--- src/rtl/x2050_ifs_pkg.sv ---
// Shared types and constants for the instruction-fetch sequencer.
package x2050_ifs_pkg;

  localparam int unsigned TMO_CYCLES_DEF = 16;

  typedef enum logic [2:0] {
    ST_IDLE  = 3'd0,
    ST_REQ   = 3'd1,
    ST_WAIT  = 3'd2,
    ST_HOLD  = 3'd3,
    ST_DRAIN = 3'd4,
    ST_ERR   = 3'd5
  } ifs_state_t;

  // A/B branch codes presented to the ROS
  localparam logic [1:0] FCN_READY       = 2'b00;
  localparam logic [1:0] FCN_ODD_REFETCH = 2'b01;
  localparam logic [1:0] FCN_EMPTY       = 2'b10;
  localparam logic [1:0] FCN_ERR         = 2'b11;

  // Equivalent to {err | ~full, err | (full & ptr & refetch)}
  function automatic logic [1:0] fetch_stat(input logic err, input logic full,
                                            input logic ptr, input logic refetch);
    if (err)                return FCN_ERR;
    else if (!full)         return FCN_EMPTY;
    else if (ptr & refetch) return FCN_ODD_REFETCH;
    else                    return FCN_READY;
  endfunction

endpackage

--- src/rtl/x2050_ifs_tmo.sv ---
// Storage-ack timeout counter; expired is asserted on the last permitted cycle.
module x2050_ifs_tmo
  import x2050_ifs_pkg::*;
#(
  parameter int unsigned TMO_CYCLES = TMO_CYCLES_DEF
) (
  input  logic i_clk,
  input  logic i_reset,
  input  logic clear,
  input  logic enable,
  output logic expired
);

  localparam int unsigned W = (TMO_CYCLES > 2) ? $clog2(TMO_CYCLES) : 1;
  localparam logic [W-1:0] LAST = W'(TMO_CYCLES - 1);

  logic [W-1:0] cnt;

  always_ff @(posedge i_clk) begin
    if (i_reset || clear)
      cnt <= '0;
    else if (enable && !expired)
      cnt <= cnt + W'(1);
  end

  assign expired = enable && (cnt == LAST);

endmodule

--- src/rtl/x2050_ifetch_seq.sv ---
// Instruction-fetch sequencer: one-word buffer, halfword pointer, storage handshake.
module x2050_ifetch_seq
  import x2050_ifs_pkg::*;
#(
  parameter int unsigned TMO_CYCLES = TMO_CYCLES_DEF
) (
  input  logic        i_clk,
  input  logic        i_reset,
  input  logic        i_ros_advance,
  input  logic        i_fetch,
  input  logic        i_consume,
  input  logic        i_flush,
  input  logic [23:0] i_iar,
  input  logic        i_invalid_address,
  output logic        o_mem_req,
  output logic [23:0] o_mem_addr,
  input  logic        i_mem_gnt,
  input  logic        i_mem_ack,
  input  logic [31:0] i_mem_data,
  output logic        o_ib_full,
  output logic [15:0] o_ib_half,
  output logic        o_refetch,
  output logic        o_err,
  output logic [1:0]  o_fetch_stat_fcn
);

  ifs_state_t  state_q, state_d;
  logic [23:0] addr_q, addr_d;
  logic [31:0] buf_q, buf_d;
  logic        ptr_q, ptr_d;
  logic        full_q, full_d;
  logic        refetch_q, refetch_d;
  logic        err_q, err_d;
  logic        cmd_fetch, cmd_consume, cmd_flush;
  logic        expired;
  logic        unused_iar0;

  assign unused_iar0 = i_iar[0];

  assign cmd_fetch   = i_ros_advance & i_fetch;
  assign cmd_consume = i_ros_advance & i_consume;
  assign cmd_flush   = i_ros_advance & i_flush;

  // Timeout restarts on every state change, so WAIT and DRAIN each get a full window
  x2050_ifs_tmo #(.TMO_CYCLES(TMO_CYCLES)) u_tmo (
    .i_clk   (i_clk),
    .i_reset (i_reset),
    .clear   (state_q != state_d),
    .enable  ((state_q == ST_WAIT) || (state_q == ST_DRAIN)),
    .expired (expired)
  );

  always_ff @(posedge i_clk) begin
    if (i_reset) begin
      state_q   <= ST_IDLE;
      addr_q    <= '0;
      buf_q     <= '0;
      ptr_q     <= 1'b0;
      full_q    <= 1'b0;
      refetch_q <= 1'b0;
      err_q     <= 1'b0;
    end else begin
      state_q   <= state_d;
      addr_q    <= addr_d;
      buf_q     <= buf_d;
      ptr_q     <= ptr_d;
      full_q    <= full_d;
      refetch_q <= refetch_d;
      err_q     <= err_d;
    end
  end

  always_comb begin
    state_d   = state_q;
    addr_d    = addr_q;
    buf_d     = buf_q;
    ptr_d     = ptr_q;
    full_d    = full_q;
    refetch_d = refetch_q;
    err_d     = err_q;
    if (cmd_flush) begin
      full_d    = 1'b0;
      refetch_d = 1'b1;
      state_d   = (state_q == ST_WAIT) ? ST_DRAIN : ST_IDLE;
    end else begin
      unique case (state_q)
        ST_IDLE, ST_HOLD, ST_ERR: begin
          if (cmd_fetch) begin
            full_d = 1'b0;
            if (i_invalid_address) begin
              state_d = ST_ERR;
              err_d   = 1'b1;
            end else begin
              addr_d  = {i_iar[23:2], 2'b00};
              ptr_d   = i_iar[1];
              state_d = ST_REQ;
              err_d   = 1'b0;
            end
          end else if (cmd_consume && full_q) begin
            if (!ptr_q) begin
              ptr_d = 1'b1;
            end else begin
              full_d  = 1'b0;
              addr_d  = addr_q + 24'd4;
              ptr_d   = 1'b0;
              state_d = ST_REQ;
              err_d   = 1'b0;
            end
          end
        end
        ST_REQ: begin
          if (i_mem_gnt) state_d = ST_WAIT;
        end
        ST_WAIT: begin
          if (i_mem_ack) begin
            buf_d     = i_mem_data;
            full_d    = 1'b1;
            refetch_d = 1'b0;
            state_d   = ST_HOLD;
          end else if (expired) begin
            state_d = ST_ERR;
            err_d   = 1'b1;
          end
        end
        ST_DRAIN: begin
          if (i_mem_ack || expired) state_d = ST_IDLE;
        end
        default: state_d = ST_IDLE;
      endcase
    end
  end

  assign o_mem_req        = (state_q == ST_REQ);
  assign o_mem_addr       = addr_q;
  assign o_ib_full        = full_q;
  assign o_ib_half        = ptr_q ? buf_q[15:0] : buf_q[31:16];
  assign o_refetch        = refetch_q;
  assign o_err            = err_q;
  assign o_fetch_stat_fcn = fetch_stat(err_q, full_q, ptr_q, refetch_q);

endmodule

--- config.mk ---
export PLATFORM = sky130hd
export DESIGN_NAME = x2050_ifetch_seq
export DESIGN_NICKNAME = d
export VERILOG_FILES = /design/src/rtl/x2050_ifs_pkg.sv /design/src/rtl/x2050_ifs_tmo.sv /design/src/rtl/x2050_ifetch_seq.sv
export SDC_FILE = /design/constraint.sdc
export NUM_CORES = 1
export LEC_CHECK = 0
export ABC_AREA = 0
export CORE_ASPECT_RATIO = 0.6
export CORE_MARGIN = 2
export CORE_UTILIZATION = 30
export CTS_BUF_LIST = sky130_fd_sc_hd__clkbuf_2 sky130_fd_sc_hd__clkbuf_4 sky130_fd_sc_hd__clkbuf_8
export CTS_CLUSTER_DIAMETER = 120
export CTS_CLUSTER_SIZE = 14
export DETAILED_ROUTE_END_ITERATION = 6
export REMOVE_ABC_BUFFERS = 1
export SYNTH_ARGS = -nofsm -noshare
export SYNTH_HDL_FRONTEND = slang
export SYNTH_HIERARCHICAL = 1
export SYNTH_SLANG_ARGS = --single-unit
--- constraint.sdc ---
create_clock -name i_clk -period 3.1 [get_ports i_clk]
set_input_delay 0.62 -clock i_clk [delete_from_list [all_inputs] [get_ports i_clk]]
set_output_delay 0.62 -clock i_clk [all_outputs]
set_load 0.01 [all_outputs]
==> flow_metrics.env <==
export IMPL_synth_distinct_cells=51
export IMPL_holdPathStages=2
export IMPL_h_tree_depth=3
export IMPL_hold_viol=0
export IMPL_post_route_util_pct=43.2
export IMPL_synth_seq_cells=65
export IMPL_cp_cell_sequence="clkdlybuf4s50_1, nand3_1, a32o_1, a211oi_1, and3_1, o21ai_1, or3_1, mux2i_1"
export IMPL_hold_start="buf_q[0]"
export IMPL_clock_latency_ns=0.35
export IMPL_clock_path_buffers=2
export IMPL_drive_gt1_share_pct=9.03
export IMPL_required_ns=3.37
export IMPL_ys_flop_type="dfxtp_1"
export IMPL_num_antenna_cells=0
export IMPL_timing_fmax_mhz=375
export IMPL_grt_ovfl_total=0
export IMPL_drt_initial_drc_count=194
export IMPL_path_max_fanout=12
export IMPL_comb_power_share_pct=12.8
export IMPL_dr_pass1_iters=4
export IMPL_regToRegStartpoint="state_q[0]"
export IMPL_hold_buffers=0
export IMPL_dieHeight_um=86.5
export IMPL_yosysTopAreaCellShare_pct=38.2
export IMPL_placed_cell_area_mm2=0.00461
export IMPL_drt_wl_total_um=10100
export IMPL_fin_crit_sh_pct=86.0
export IMPL_drc=0
export IMPL_track_usage_pct=17.0
export IMPL_synthesis_area_mm2=0.00340
export IMPL_clock_sinks=65
export IMPL_cpMaxStageDelayCell="clkdlybuf4s50_1"
export IMPL_swShare_pct=25.4
export IMPL_yosys_top_cells_area="dfxtp_1, nand2_1, a21oi_1"
export IMPL_detail_route_antenna_nets=0
export IMPL_grt_max_degree=37
export IMPL_max_cap_violations=0
export IMPL_fin_crit_ns=2.67
export IMPL_row_count=30
export IMPL_cellLeakagePower_nw=1.62
export IMPL_dieArea_mm2=0.0122
export IMPL_path_class="primary input to flip-flop"
export IMPL_hp_class="flip-flop to flip-flop"
export IMPL_area_growth_pct=42.0
export IMPL_num_nets_final=616
export IMPL_portBuffers=107
export IMPL_syn_area_per_cell_um2=7.55
export IMPL_clockRootBuffer="clkbuf_8"
export IMPL_cts_setup_buffers=0
export IMPL_start_util_pct=30.4
export IMPL_rr_endpoint="u_tmo/cnt[0]"
export IMPL_p_sw_w=0.000488
export IMPL_power_density_mw_per_mm2=398
export IMPL_placed_cells=682
export IMPL_status="finished, final reports clean"
export IMPL_critPathMaxStageDelay_ns=0.70
export IMPL_cp_arrival_ns=2.94
export IMPL_setup_slack_ns=0.433
export IMPL_synth_cells=451
export IMPL_p_int_w=0.00144
export IMPL_dieWidth_um=142
export IMPL_pin_count=111
export IMPL_skew_ns=0.00852
export IMPL_hold_end="buf_q[0]"
export IMPL_end_kind="flip-flop"
export IMPL_async_reset_ff_share_pct=0
export IMPL_vdd_drop_max_uv=188
export IMPL_r2r_cells=9
export IMPL_fin_area_mm2=0.00484
export IMPL_synth_warnings=6
export IMPL_path_delay_family="simple AND/OR/NAND/NOR gates"
export IMPL_tightest_slew_ns=0.803
export IMPL_clkTransAtPathRegs_ns=0.08
export IMPL_cts_repair_resized=0
export IMPL_grt_pass1_vias=3399
export IMPL_critPathLaunchType="primary input"
export IMPL_fin_cells=698
export IMPL_ys_seq_area_share_pct=38.2
export IMPL_num_vias=3533
export IMPL_place_worst_setup_slack_ns=0.123
export IMPL_via_per_inst=5.06
export IMPL_synth_enable_flop_cells=0
export IMPL_synth_area_leader_cell="dfxtp_1"
export IMPL_antenna_found_initial=0
export IMPL_gp_congestion=0.867
export IMPL_rrSetupSlack_ns=0.59
export IMPL_yosys_top_cells_count="nand2_1, dfxtp_1, a21oi_1"
export IMPL_grt_pass1_wl_um=16500
export IMPL_post_drt_wl_per_cell_um=14.4
export IMPL_cts_tree="built"
export IMPL_cts_buffers=9
export IMPL_setup_tns_ns=0
export IMPL_synth_most_common_cell="nand2_1"
export IMPL_pwr_share_seq_pct=44.5
export IMPL_fp_coreArea_mm2=0.0112
export IMPL_slew_violations=0
export IMPL_cp_num_buf_inv=1
export IMPL_rsz0062_at_grt="no"
export IMPL_power_share_clock_pct=42.7
export IMPL_dpl_hpwl_um=7140
export IMPL_finalSetupViolCount=0
export IMPL_max_slew_margin_rel_pct=45.1
-- sequential cells by signal, summed over array words and instances (netlist names) --
signal	flops
ptr_q	1
o_mem_addr	22
state_q	3
u_tmo/cnt	4
buf_q	32
o_err	1
o_refetch	1
o_ib_full	1
-- how the worst max path moves through the flow --
stage,from,end,slack [ns],depth (start not counted)
after detailed placement,i_ros_advance,o_mem_addr[2],0.12,6
after global placement,i_ros_advance,o_mem_addr[2],0.18,6
after global routing,i_ros_advance,u_tmo/cnt[0],0.27,8
after CTS,i_ros_advance,o_mem_addr[2],0.50,6
after floorplan,i_fetch,o_mem_addr[17],0.43,5
final,i_ros_advance,u_tmo/cnt[0],0.43,8
-- stage by stage --
stage | power [W] | hold WS [ns]
floorplan | 0.000971 | 0.427
global placement | 0.00112 | 0.439
detailed placement | 0.00112 | 0.444
CTS | 0.00195 | 0.456
global route | 0.00201 | 0.478
finish | 0.00192 | 0.455
-- cell type report --
| class | instances | area (um2) |
|---|---|---|
| clock inverters | 7 | 101 |
| fillers | 1097 | 6350 |
| well taps | 144 | 180 |
| multi-input cells | 348 | 1950 |
| clock buffers | 9 | 124 |
| inverters | 5 | 18.8 |
| flip-flops and latches | 65 | 1300 |
| repair buffers | 120 | 1160 |
-- cells in the final DEF, fill, tap and decap left out, drive strengths merged, types with 6 or more instances in the layout --
master         netlist  layout
mux2                16      16
o21ai               26      26
nor2                13      13
inv                  5       7
a211oi              17      17
nand4                7       7
or3                  8       8
a21oi               61      61
nor4                 6       6
buf                  6      14
clkdlybuf4s50        0     106
nand3               24      24
nor3                 7       7
clkbuf              28       9
nand2              104     104
dfxtp               65      65
-- power by group through the flow --
stage	sequential [W]	combinational (W)	clock (W)
global route	0.000858	0.000268	0.000888
detailed placement	0.000876	0.000243	0
finish	0.000856	0.000245	0.000822
global placement	0.000875	0.000241	0
CTS	0.000856	0.000245	0.000851
floorplan	0.000882	0.0000883	0
-- tightest hold or removal path, stage by stage, from the launching register on --
cell and delay (ns):
dfxtp_1 0.31, nand2_1 0.05, a21oi_1 0.05
-- metal layers --
metal	up-vias	GRT usage, %	wire, um
met5	-	0	0
met2	124	23.8	3990
li1	1809	-	-
met4	0	5.91	127
met1	1587	23.1	4810
met3	13	7.57	1130
-- kinds of logic (layout without fill, tap and decap cells) --
logic type / Yosys count / in the layout / share of synthesized area [%]
xor+xnor: 1 / 1 / 0.257
simple gates: 195 / 195 / 27.3
compound gates: 127 / 127 / 21.9
flops: 65 / 65 / 38.2
mux: 21 / 21 / 6.76
fa+ha+maj: 2 / 2 / 0.735
other cells: 1 / 2 / 0.110
buf+inv: 39 / 141 / 4.70
Power figures use the tool's default switching activity.
